**src/rtl/count_sched_pkg.sv**
```systemverilog
`default_nettype none
// ============================================================================
// Module      : count_sched_pkg
// Description : Shared types, default sizes and the round-robin pick helper
//               for the shared-counter job scheduler.
// Revision    : 1.0 - initial release
// ============================================================================
package count_sched_pkg;

    localparam int DEF_WIDTH = 8;
    localparam int DEF_NREQ  = 2;

    // Upper bound on requesters the pick helper can scan.
    localparam int MAX_REQ   = 32;
    localparam int MAX_REQ_W = 5;

    typedef enum logic [1:0] {
        ST_IDLE = 2'd0,
        ST_RUN  = 2'd1,
        ST_DONE = 2'd2
    } state_t;

    // First requester with valid set, scanning upward from last+1 with wrap
    // modulo n. Returns last when nothing is pending (caller gates on |valid).
    function automatic int unsigned rr_next(input int unsigned last,
                                            input logic [MAX_REQ-1:0] valid,
                                            input int unsigned n);
        int unsigned result;
        int unsigned idx;
        logic        found;
        result = last;
        found  = 1'b0;
        idx    = 0;
        for (int unsigned k = 1; k <= MAX_REQ; k++) begin
            if ((k <= n) && !found) begin
                // last < n and k <= n, so a single subtraction wraps correctly
                idx = last + k;
                if (idx >= n) begin
                    idx = idx - n;
                end
                if (valid[idx[MAX_REQ_W-1:0]]) begin
                    result = idx;
                    found  = 1'b1;
                end
            end
        end
        return result;
    endfunction

endpackage : count_sched_pkg
`default_nettype wire

```
**src/rtl/count_sched_load_counter.sv**
```systemverilog
`default_nettype none
// ============================================================================
// Module      : load_counter
// Description : WIDTH-bit up-counter with synchronous clear and enable.
//               Clear wins over enable.
// Revision    : 1.0 - initial release
// ============================================================================
module load_counter #(
    parameter int WIDTH = 8
) (
    input  logic             clk,
    input  logic             rst,
    input  logic             i_clear,
    input  logic             i_enable,
    output logic [WIDTH-1:0] o_value
);

    logic [WIDTH-1:0] r_value;

    // Count register: reset/clear to zero, otherwise step by one when enabled
    always_ff @(posedge clk) begin
        if (rst || i_clear) begin
            r_value <= '0;
        end else if (i_enable) begin
            r_value <= r_value + 1'b1;
        end
    end

    assign o_value = r_value;

endmodule : load_counter
`default_nettype wire

```
**src/rtl/count_sched.sv**
```systemverilog
`default_nettype none
// ============================================================================
// Module      : count_sched
// Description : Round-robin scheduler sharing one up-counter between NREQ
//               requesters. Accepts a terminal count, counts 0..limit (or
//               until aborted), pulses the owner's done, then re-arbitrates.
// Revision    : 1.0 - initial release
// ============================================================================
module count_sched
    import count_sched_pkg::*;
#(
    parameter int WIDTH = DEF_WIDTH,
    parameter int NREQ  = DEF_NREQ,
    parameter int IDW   = $clog2(NREQ)
) (
    input  logic                  clk,
    input  logic                  reset,
    input  logic [NREQ-1:0]       req_valid,
    input  logic [NREQ*WIDTH-1:0] req_limit,
    output logic [NREQ-1:0]       req_ready,
    input  logic                  abort,
    output logic [WIDTH-1:0]      value,
    output logic                  busy,
    output logic [IDW-1:0]        grant_id,
    output logic [NREQ-1:0]       done,
    output logic                  done_abort
);

    state_t             r_state;
    logic [WIDTH-1:0]   r_limit;
    logic [IDW-1:0]     r_grant;
    logic [IDW-1:0]     r_rr_last;
    logic [NREQ-1:0]    r_done;
    logic               r_done_abort;

    logic [MAX_REQ-1:0] w_valid_ext;
    logic [IDW-1:0]     w_sel;
    logic               w_accept;
    logic               w_terminal;
    logic               w_enable;
    logic [WIDTH-1:0]   w_value;
    logic [NREQ-1:0]    w_grant_oh;
    logic [WIDTH-1:0]   w_limits [NREQ];

    // Widen the request vector to the helper's fixed scan width
    always_comb begin
        w_valid_ext            = '0;
        w_valid_ext[NREQ-1:0]  = req_valid;
    end

    assign w_sel      = IDW'(rr_next(32'(r_rr_last), w_valid_ext, NREQ));
    assign w_accept   = (r_state == ST_IDLE) && (|req_valid);
    assign w_terminal = (w_value == r_limit);
    // Count only while running and neither stop condition is present
    assign w_enable   = (r_state == ST_RUN) && !abort && !w_terminal;

    generate
        for (genvar gi = 0; gi < NREQ; gi++) begin : g_req
            assign w_limits[gi]   = req_limit[gi*WIDTH +: WIDTH];
            assign req_ready[gi]  = w_accept && (w_sel == IDW'(gi));
            assign w_grant_oh[gi] = (r_grant == IDW'(gi));
        end
    endgenerate

    load_counter #(
        .WIDTH    (WIDTH)
    ) u_counter (
        .clk      (clk),
        .rst      (reset),
        .i_clear  (w_accept),
        .i_enable (w_enable),
        .o_value  (w_value)
    );

    // Job sequencing: accept in IDLE, count in RUN, one-cycle done in DONE
    always_ff @(posedge clk) begin
        if (reset) begin
            r_state      <= ST_IDLE;
            r_limit      <= '0;
            r_grant      <= '0;
            r_rr_last    <= IDW'(NREQ - 1);
            r_done       <= '0;
            r_done_abort <= 1'b0;
        end else begin
            case (r_state)
                ST_IDLE: begin
                    r_done       <= '0;
                    r_done_abort <= 1'b0;
                    if (w_accept) begin
                        r_limit <= w_limits[w_sel];
                        r_grant <= w_sel;
                        r_state <= ST_RUN;
                    end
                end
                ST_RUN: begin
                    // abort outranks a coincident terminal count
                    if (abort) begin
                        r_state      <= ST_DONE;
                        r_done       <= w_grant_oh;
                        r_done_abort <= 1'b1;
                    end else if (w_terminal) begin
                        r_state      <= ST_DONE;
                        r_done       <= w_grant_oh;
                        r_done_abort <= 1'b0;
                    end
                end
                ST_DONE: begin
                    r_rr_last    <= r_grant;
                    r_done       <= '0;
                    r_done_abort <= 1'b0;
                    r_state      <= ST_IDLE;
                end
                default: begin
                    r_done       <= '0;
                    r_done_abort <= 1'b0;
                    r_state      <= ST_IDLE;
                end
            endcase
        end
    end

    assign value      = w_value;
    assign busy       = (r_state != ST_IDLE);
    assign grant_id   = r_grant;
    assign done       = r_done;
    assign done_abort = r_done_abort;

endmodule : count_sched
`default_nettype wire

```
**config.mk**
```make
export PLATFORM = sky130hd
export DESIGN_NAME = count_sched
export DESIGN_NICKNAME = d
export VERILOG_FILES = /design/src/rtl/count_sched_pkg.sv /design/src/rtl/count_sched_load_counter.sv /design/src/rtl/count_sched.sv
export SDC_FILE = /design/constraint.sdc
export NUM_CORES = 1
export LEC_CHECK = 0
export CORE_MARGIN = 4
export CORE_UTILIZATION = 51
export CTS_BUF_LIST = sky130_fd_sc_hd__clkbuf_2 sky130_fd_sc_hd__clkbuf_4 sky130_fd_sc_hd__clkbuf_8
export CTS_CLUSTER_DIAMETER = 120
export DETAILED_ROUTE_END_ITERATION = 10
export HOLD_SLACK_MARGIN = 0.15
export PLACE_DENSITY = 0.93
export SKIP_CTS_REPAIR_TIMING = 1
export SLEW_MARGIN = 20
export SYNTH_ARGS = -nofsm -noshare
export SYNTH_HDL_FRONTEND = slang
export SYNTH_SLANG_ARGS = --single-unit
```
**constraint.sdc**
```tcl
create_clock -name clk -period 2.85 [get_ports clk]
set_input_delay 0.285 -clock clk [delete_from_list [all_inputs] [get_ports clk]]
set_output_delay 0.285 -clock clk [all_outputs]
set_load 0.1 [all_outputs]
```
==> flow_metrics.py, run 1 <==
metrics = {
    "status": {
        "status": "completed",
    },
    "flow_run": {
        "cap_violations": 0,
    },
    "global_routing": {
        "grt_pass1_vias": 1016,
        "grt_pass1_wl_microns": 4500,
        "grt_max_degree": 22,
        "antenna_found_initial": 0,
        "grt-ovfl-total": 0,
        "grt_usage": 0.174,
    },
    "clock_tree": {
        "clk_pin_slew_worst_paths_ps": 130,
        "clockBufferDepth": 2,
        "clkSinkCount": 23,
        "clockRootBuffer": "clkbuf_4",
        "htreeDepth": 1,
        "clkLatencyLatePin_ps": 300,
        "cts_tree": "done",
        "cts_buffers": 3,
    },
    "placement": {
        "place.gp.congestion": 0.816,
        "dp_hpwl_microns": 2070,
        "io_buffer_count": 35,
    },
    "route": {
        "avgRoutedWirePerCell_microns": 14.0,
        "via_count": 1026,
        "dr.pass1.iters": 4,
        "ant_nets": 0,
        "wirelength_microns": 2660,
        "drt_iter0_markers": 32,
        "routed_via_density": 5.40,
        "post-route-drc-count": 0,
    },
    "synthesis": {
        "ys_async_sr_fraction": 0,
        "postSynthCellCount": 126,
        "yosysTopAreaCell": "dfxtp_1",
        "synth-edff-count": 0,
        "avgSynthCellArea_sq_um": 9.12,
        "yosysMostFrequentCell": "nor2_1",
        "yosysSeqAreaShare": 0.401,
        "synth_cell_type_count": 28,
        "synth_area_sq_mm": 0.00115,
        "synthTopCellsByCount": "25 x nor2_1, 23 x dfxtp_1, 12 x a211oi_1",
        "ys.flop_type": "dfxtp_1",
        "ys_ff_latch": 23,
        "yosysWarnings": 0,
        "synthTopCellsByArea": "dfxtp_1 40%, mux2i_1 9.6%, nor2_1 8.2%, a211oi_1 7.8%, xor2_1 6.1%",
        "syn_nets": 148,
        "synth_top_area_frac": 0.401,
    },
    "timing": {
        "relSlewSlack": 0.653,
        "skew_ps": 7.30,
        "finalHoldViolations": 0,
        "setup_viol": 0,
        "worst-slew-pin-transition_ps": 517,
        "rsz0062_at_grt": "false",
        "hold_ws_ps": 514,
        "drv_slew": 0,
        "post-route-min-period_ps": 2090,
        "achievable-frequency_mhz": 478,
        "final.setup.tns_ps": 0,
        "finalCritPeriodShare": 0.733,
    },
    "worst_setup_path": {
        "required_ps": 2570,
        "worstPathArrival_ps": 1810,
        "worstSetupEndpointType": "primary output",
        "start_kind": "register",
        "criticalPathCategory": "register to primary output",
        "critPathMaxFanout": 4,
    },
    "die": {
        "dieHeight_microns": 55.5,
        "start_util": 0.563,
        "rows": 16,
        "core_area_sq_mm": 0.00204,
        "pin_count": 36,
        "die_area_sq_mm": 0.00308,
        "die_w_microns": 55.5,
    },
    "finish": {
        "drive_gt1_frac": 0.184,
        "fillers": 155,
        "syn2layout_area_growth_pct": 33.7,
        "antenna_cells": 0,
        "fin_nets": 186,
    },
    "pwr": {
        "p_leak_nw": 0.658,
        "max-vdd-ir-drop_v": 0.000424,
        "power.density_mw_per_mm2": 506,
    },
    "min_path": {
        "min_path_type": "register to register",
    },
}
[layout make-up]
type / instances / area (sq um) / area share
Tap cell: 27 / 33.8 / 0.0220
Sequential cell: 23 / 460 / 0.300
Multi-Input combinational cell: 96 / 659 / 0.430
Clock buffer: 4 / 30.0 / 0.0196
Inverter: 3 / 11.3 / 0.00733
Timing Repair Buffer: 37 / 340 / 0.222
[sequential cells by signal (all words and copies together) (netlist names)]
name / count
r_limit: 8
grant_id: 1
done: 2
r_rr_last: 1
r_state: 2
u_counter.o_value: 8
done_abort: 1
[per-layer routing]
metal	track usage	share of wire
met5	0	0
met4	0.0486	0.0053
met3	0.0280	0.064
met2	0.311	0.50
met1	0.214	0.43
[path summary, 6_finish.rpt]
| path | slack (ps) | start | end | cells past startpoint |
|---|---|---|---|---|
| setup / recovery | 760 | r_state[1]$_SDFFE_PP0P_ | req_ready[1] | 4 |
| hold / removal | 510 | done[1]$_SDFFE_PP0P_ | done[1]$_SDFFE_PP0P_ | 2 |
| setup reg to reg | 1090 | u_counter.o_value[3]$_SDFFE_PP0P_ | u_counter.o_value[6]$_SDFFE_PP0P_ | 5 |
| hold reg to reg | 510 | done[1]$_SDFFE_PP0P_ | done[1]$_SDFFE_PP0P_ | 2 |
[power breakdown]
part / switching (W) / internal (W)
Combinational: 0.000162 / 0.0000962
Clock: 0.0000939 / 0.0000640
Sequential: 0.0000175 / 0.000344
[critical path: stages (launching register included)]
cell and delay [ps]:
dfxtp_1 360, or2_2 340, or2_2 340, nor2_1 150
buf_4 310
[metrics by stage]
step	setup slack, ps	std cells	util	area [sq um]	power [W]
after floorplan	37.9	126	-	1150	0.000553
after global placement	936	186	0.737	1510	0.000618
after detailed placement	905	186	0.737	1510	0.000625
after CTS	780	190	0.752	1540	0.000779
after global routing	692	190	0.752	1540	0.000814
final	760	190	0.752	1540	0.000777
[kinds of logic after synthesis]
kind of cell	Yosys count	synth area share
muxes	11	0.0959
AOI/OAI and AO/OA	20	0.129
and+or+nand+nor	51	0.240
xor gates and xnor gates	13	0.0991
adders and majority gates	1	0.0109
DFF	23	0.401
buffers and inverters	7	0.0251
[layout by cell type (no fill, tap or decap)]
cell / Yosys / routed
a211oi_1: 12 / 12
a21oi_1: 2 / 2
a21oi_2: 1 / 1
a21oi_4: 1 / 1
and2_1: 1 / 1
and3_1: 3 / 3
and4_2: 2 / 2
buf_12: 0 / 1
buf_4: 0 / 16
clkbuf_4: 0 / 4
clkdlybuf4s50_1: 0 / 20
dfxtp_1: 23 / 23
ha_1: 1 / 1
inv_1: 3 / 3
mux2i_1: 11 / 11
nand2_1: 7 / 7
nand2b_1: 1 / 1
nand3_1: 2 / 2
nand3b_1: 1 / 1
nand4_1: 2 / 2
nor2_1: 25 / 25
nor3_1: 2 / 2
nor4_4: 2 / 2
o211ai_1: 1 / 1
o21ai_1: 2 / 3
or2_2: 2 / 2
or3b_2: 1 / 1
xnor2_1: 5 / 5
xor2_1: 8 / 8
Note: power is estimated with default switching activity, not from simulation.
==> inputs of run 2 (changes only) <==
--- a/config.mk
+++ b/config.mk
@@ -6,12 +6,12 @@
 export NUM_CORES = 1
 export LEC_CHECK = 0
 export CORE_MARGIN = 4
-export CORE_UTILIZATION = 51
+export CORE_UTILIZATION = 47
 export CTS_BUF_LIST = sky130_fd_sc_hd__clkbuf_2 sky130_fd_sc_hd__clkbuf_4 sky130_fd_sc_hd__clkbuf_8
 export CTS_CLUSTER_DIAMETER = 120
 export DETAILED_ROUTE_END_ITERATION = 10
 export HOLD_SLACK_MARGIN = 0.15
-export PLACE_DENSITY = 0.93
+export PLACE_DENSITY = 0.87
 export SKIP_CTS_REPAIR_TIMING = 1
 export SLEW_MARGIN = 20
 export SYNTH_ARGS = -nofsm -noshare
==> constraint.sdc (replaced) <==
create_clock -name clk -period 1.95 [get_ports clk]
set_input_delay 0.195 -clock clk [delete_from_list [all_inputs] [get_ports clk]]
set_output_delay 0.195 -clock clk [all_outputs]
set_load 0.1 [all_outputs]
==> flow_metrics.py, run 2 (synthesis results as in run 1) <==
metrics = {
    "status": {
        "status": "completed",
    },
    "worst_setup_path": {
        "required_ps": 1750,
        "r2r_start": "u_counter.o_value[6]$_SDFFE_PP0P_",
        "worstRegToRegCells": 5,
        "r2r-end": "u_counter.o_value[6]$_SDFFE_PP0P_",
        "start_kind": "register",
        "crit_start": "r_state[1]$_SDFFE_PP0P_",
        "criticalPathCategory": "register to primary output",
        "cp-endpoint": "req_ready[1]",
        "worstSetupEndpointType": "primary output",
        "critPathMaxFanout": 4,
        "rrSetupSlack_ps": 270,
        "worstPathArrival_ps": 1660,
    },
    "timing": {
        "final.setup.tns_ps": 0,
        "finalCritPeriodShare": 0.952,
        "relSlewSlack": 0.633,
        "achievable-frequency_mhz": 539,
        "post-route-min-period_ps": 1860,
        "skew_ps": 6.20,
        "worst-slew-pin-transition_ps": 547,
        "drv_slew": 0,
        "setup_viol": 0,
        "finalHoldViolations": 0,
        "rsz0062_at_grt": "false",
    },
    "finish": {
        "fin_nets": 188,
        "antenna_cells": 0,
        "layout_common_cells": "24 x nor2_1, 20 x clkdlybuf4s50_1, 17 x buf_4",
        "fin_area_sq_mm": 0.00158,
        "syn2layout_area_growth_pct": 37.7,
        "fillers": 181,
        "final_common_cell": "nor2_1",
        "drive_gt1_frac": 0.255,
    },
    "die": {
        "pin_count": 36,
        "core_area_sq_mm": 0.00228,
        "start_util": 0.505,
        "die_w_microns": 57.4,
        "rows": 17,
        "die_area_sq_mm": 0.00330,
        "dieHeight_microns": 57.4,
    },
    "route": {
        "avgRoutedWirePerCell_microns": 13.8,
        "ant_nets": 0,
        "via_count": 1043,
        "dr.pass1.iters": 4,
        "drt_iter0_markers": 15,
        "routed_via_density": 5.40,
        "wirelength_microns": 2650,
        "post-route-drc-count": 0,
    },
    "placement": {
        "io_buffer_count": 35,
        "place_area_sq_mm": 0.00155,
        "place.gp.congestion": 0.873,
        "dp_hpwl_microns": 2100,
    },
    "global_routing": {
        "grt_pass1_wl_microns": 4480,
        "grt_max_degree": 14,
        "grt_usage": 0.172,
        "antenna_found_initial": 0,
        "grt-ovfl-total": 0,
        "grt_pass1_vias": 1032,
    },
    "clock_tree": {
        "cts_buffers": 3,
        "htreeDepth": 1,
        "clkSinkCount": 23,
        "clockBufferDepth": 2,
        "clockRootBuffer": "clkbuf_4",
        "clk_pin_slew_worst_paths_ps": 140,
        "clkLatencyLatePin_ps": 320,
        "cts_tree": "done",
    },
    "pwr": {
        "power.density_mw_per_mm2": 731,
        "p_leak_nw": 0.677,
        "max-vdd-ir-drop_v": 0.000493,
    },
    "flow_run": {
        "cap_violations": 0,
    },
    "min_path": {
        "min_path_type": "register to register",
    },
}
run 2: critical path, cell delays in order (launching register included):
cell	delay [ps]
dfxtp_1	360
or2_2	320
or2_2	350
nor2_4	120
buf_12	180
run 2: worst min-delay path by stage:
stage | startpoint | to | slack, ps | cells after the start
2_1_floorplan | abort | done_abort$_SDFFE_PP0P_ | 310 | 2
3_3_place_gp | u_counter.o_value[7]$_SDFFE_PP0P_ | u_counter.o_value[7]$_SDFFE_PP0P_ | 470 | 2
3_5_place_dp | u_counter.o_value[6]$_SDFFE_PP0P_ | u_counter.o_value[6]$_SDFFE_PP0P_ | 480 | 2
4_1_cts | u_counter.o_value[7]$_SDFFE_PP0P_ | u_counter.o_value[7]$_SDFFE_PP0P_ | 510 | 2
5_1_grt | req_limit[9] | r_limit[1]$_SDFFE_PP0P_ | 520 | 3
6_report | u_counter.o_value[7]$_SDFFE_PP0P_ | u_counter.o_value[7]$_SDFFE_PP0P_ | 500 | 2
run 2: final cells by class:
type	count	area [sq um]	share of cell area
Sequential cell	23	470	0.297
Clock inverter	1	5.00	0.00316
Tap cell	28	35.0	0.0222
Inverter	3	11.3	0.00712
Timing Repair Buffer	39	368	0.233
Multi-Input combinational cell	96	669	0.423
Clock buffer	3	22.5	0.0142
run 2: power by group:
group          internal [W]  switching [W]
Sequential         0.000502      0.0000245
Combinational      0.000155       0.000243
Clock             0.0000768       0.000154
Total              0.000734       0.000422
run 2: routing by layer:
metal	share of wire	GRT usage	vias up	wire, microns
met5	0	0	-	0
met4	0.011	0.0596	0	28
met3	0.055	0.0271	5	147
met2	0.51	0.308	31	1350
met1	0.43	0.206	485	1130
li1	-	-	522	-
run 2: per-stage QoR:
step	hold WS [ps]	power [W]	cells	utilization	worst slack, ps
after CTS	507	0.00116	193	0.695	92.6
final	503	0.00116	193	0.695	94.5
after floorplan	312	0.000815	126	-	-31.1
after global placement	468	0.000925	189	0.683	119
after global routing	517	0.00122	193	0.695	12.8
after detailed placement	483	0.000936	189	0.683	79.4
==> inputs of run 3 (changes only) <==
==> constraint.sdc (replaced) <==
create_clock -name clk -period 1.95 [get_ports clk]
set_input_delay 0.2925 -clock clk [delete_from_list [all_inputs] [get_ports clk]]
set_output_delay 0.2925 -clock clk [all_outputs]
set_load 0.1 [all_outputs]
==> flow_metrics.py, run 3 (synthesis results as in run 1) <==
metrics = {
    "worst_setup_path": {
        "slowest_stage": "dfxtp_1",
        "criticalPathCategory": "register to primary output",
        "worstPathArrival_ps": 1580,
        "worstSetupEndpointType": "primary output",
        "r2r_start": "u_counter.o_value[6]$_SDFFE_PP0P_",
        "r2r-end": "u_counter.o_value[7]$_SDFFE_PP0P_",
        "worstRegToRegCells": 5,
        "critPathMaxStageDelay_ps": 350,
        "start_kind": "register",
        "crit_chain": "or2_4, or2_2, nor2_4, buf_12",
        "critPathMaxFanout": 4,
        "required_ps": 1660,
        "rrSetupSlack_ps": 300,
    },
    "finish": {
        "fin_cells": 193,
        "drive_gt1_frac": 0.255,
        "syn2layout_area_growth_pct": 38.1,
        "antenna_cells": 0,
        "fin_nets": 188,
        "layout_common_cells": "24 x nor2_1, 20 x clkdlybuf4s50_1, 17 x buf_4",
        "fin_area_sq_mm": 0.00159,
        "final_common_cell": "nor2_1",
    },
    "timing": {
        "achievable-frequency_mhz": 535,
        "finalHoldViolations": 0,
        "rsz0062_at_grt": "false",
        "hold_ws_ps": 499,
        "skew_ps": 4.41,
        "final.setup.tns_ps": 0,
        "worst-slew-pin-transition_ps": 537,
        "drv_slew": 0,
        "post-route-min-period_ps": 1870,
        "finalCritPeriodShare": 0.958,
        "relSlewSlack": 0.639,
        "setup_viol": 0,
    },
    "route": {
        "drt_iter0_markers": 40,
        "wl_met2_microns": 1200,
        "routed_via_density": 5.27,
        "top_layer_used": "met4",
        "via_count": 1018,
        "wirelength_microns": 2480,
        "wl_met3_microns": 151,
        "avgRoutedWirePerCell_microns": 12.8,
        "met1_length_microns": 1100,
        "ant_nets": 0,
        "dr.pass1.iters": 4,
        "post-route-drc-count": 0,
    },
    "global_routing": {
        "grt_pass1_wl_microns": 4180,
        "antenna_found_initial": 0,
        "grt-ovfl-total": 0,
        "grt_usage": 0.160,
        "grt_max_degree": 21,
        "grt_pass1_vias": 948,
    },
    "die": {
        "start_util": 0.505,
        "rows": 17,
        "dieHeight_microns": 57.4,
        "core_area_sq_mm": 0.00228,
        "pin_count": 36,
        "die_area_sq_mm": 0.00330,
        "die_w_microns": 57.4,
    },
    "clock_tree": {
        "clk_pin_slew_worst_paths_ps": 130,
        "cts_buffers": 3,
        "htreeDepth": 1,
        "clockRootBuffer": "clkbuf_4",
        "clkLatencyLatePin_ps": 310,
        "cts_tree": "done",
        "clockBufferDepth": 2,
        "clkSinkCount": 23,
    },
    "min_path": {
        "hp-start": "u_counter.o_value[7]$_SDFFE_PP0P_",
        "min_to": "u_counter.o_value[7]$_SDFFE_PP0P_",
        "hold_path_depth": 2,
        "min_path_type": "register to register",
    },
    "status": {
        "status": "completed",
    },
    "placement": {
        "dp_hpwl_microns": 1990,
        "io_buffer_count": 35,
        "place_area_sq_mm": 0.00156,
        "place.gp.congestion": 0.869,
        "dp.cells": 189,
    },
    "pwr": {
        "power.density_mw_per_mm2": 730,
        "max-vdd-ir-drop_v": 0.000455,
        "p_leak_nw": 0.678,
    },
    "flow_run": {
        "cap_violations": 0,
    },
}
## run 3: cell count changes in the layout (fill, tap and decap cells not counted)
cell and change:
or2_4 +1, clkbuf_4 +1, clkinv_2 -1, or2_2 -1
## run 3: how the worst max path moves through the flow
stage	start	endpoint	slack, ps	depth (start not counted)
2_1_floorplan	u_counter.o_value[3]$_SDFFE_PP0P_	u_counter.o_value[6]$_SDFFE_PP0P_	70	5
6_report	r_state[1]$_SDFFE_PP0P_	req_ready[1]	80	4
5_1_grt	r_state[1]$_SDFFE_PP0P_	req_ready[1]	10	4
3_3_place_gp	abort	u_counter.o_value[3]$_SDFFE_PP0P_	60	5
3_5_place_dp	abort	u_counter.o_value[2]$_SDFFE_PP0P_	10	5
4_1_cts	r_state[1]$_SDFFE_PP0P_	req_ready[1]	70	4
## run 3: per-layer routing
metal	vias to the layer above	track usage
li1	519	-
met1	463	0.200
met2	32	0.273
met3	4	0.0271
met4	0	0.0596
met5	-	0
## run 3: power by group
part           total [W]  internal [W]  switching, W
sequential      0.000527      0.000502     0.0000243
clock           0.000238     0.0000937      0.000144
combinational   0.000395      0.000154      0.000240
total            0.00116      0.000750      0.000409
## run 3: layout make-up
type,instances,area [sq um]
Fill cell,164,689
Multi-Input combinational cell,96,672
Sequential cell,23,470
Timing Repair Buffer,39,368
Tap cell,28,35.0
Clock buffer,4,30.0
Inverter,3,11.3
## run 3: critical path, delay by kind of cell (launching register included)
family	cells	cell delay, ps
buffers and inverters	1	180
AND/OR/NAND/NOR	3	730
flip-flops	1	350
## run 3: per-stage QoR
| step | setup WS, ps | utilization | total power (W) |
|---|---|---|---|
| finish | 82.3 | 0.697 | 0.00116 |
| global placement | 64.6 | 0.684 | 0.000925 |
| detailed placement | 12.8 | 0.684 | 0.000933 |
| CTS | 71.1 | 0.697 | 0.00117 |
| global route | 14.6 | 0.697 | 0.00121 |
| floorplan | 73.2 | - | 0.000817 |
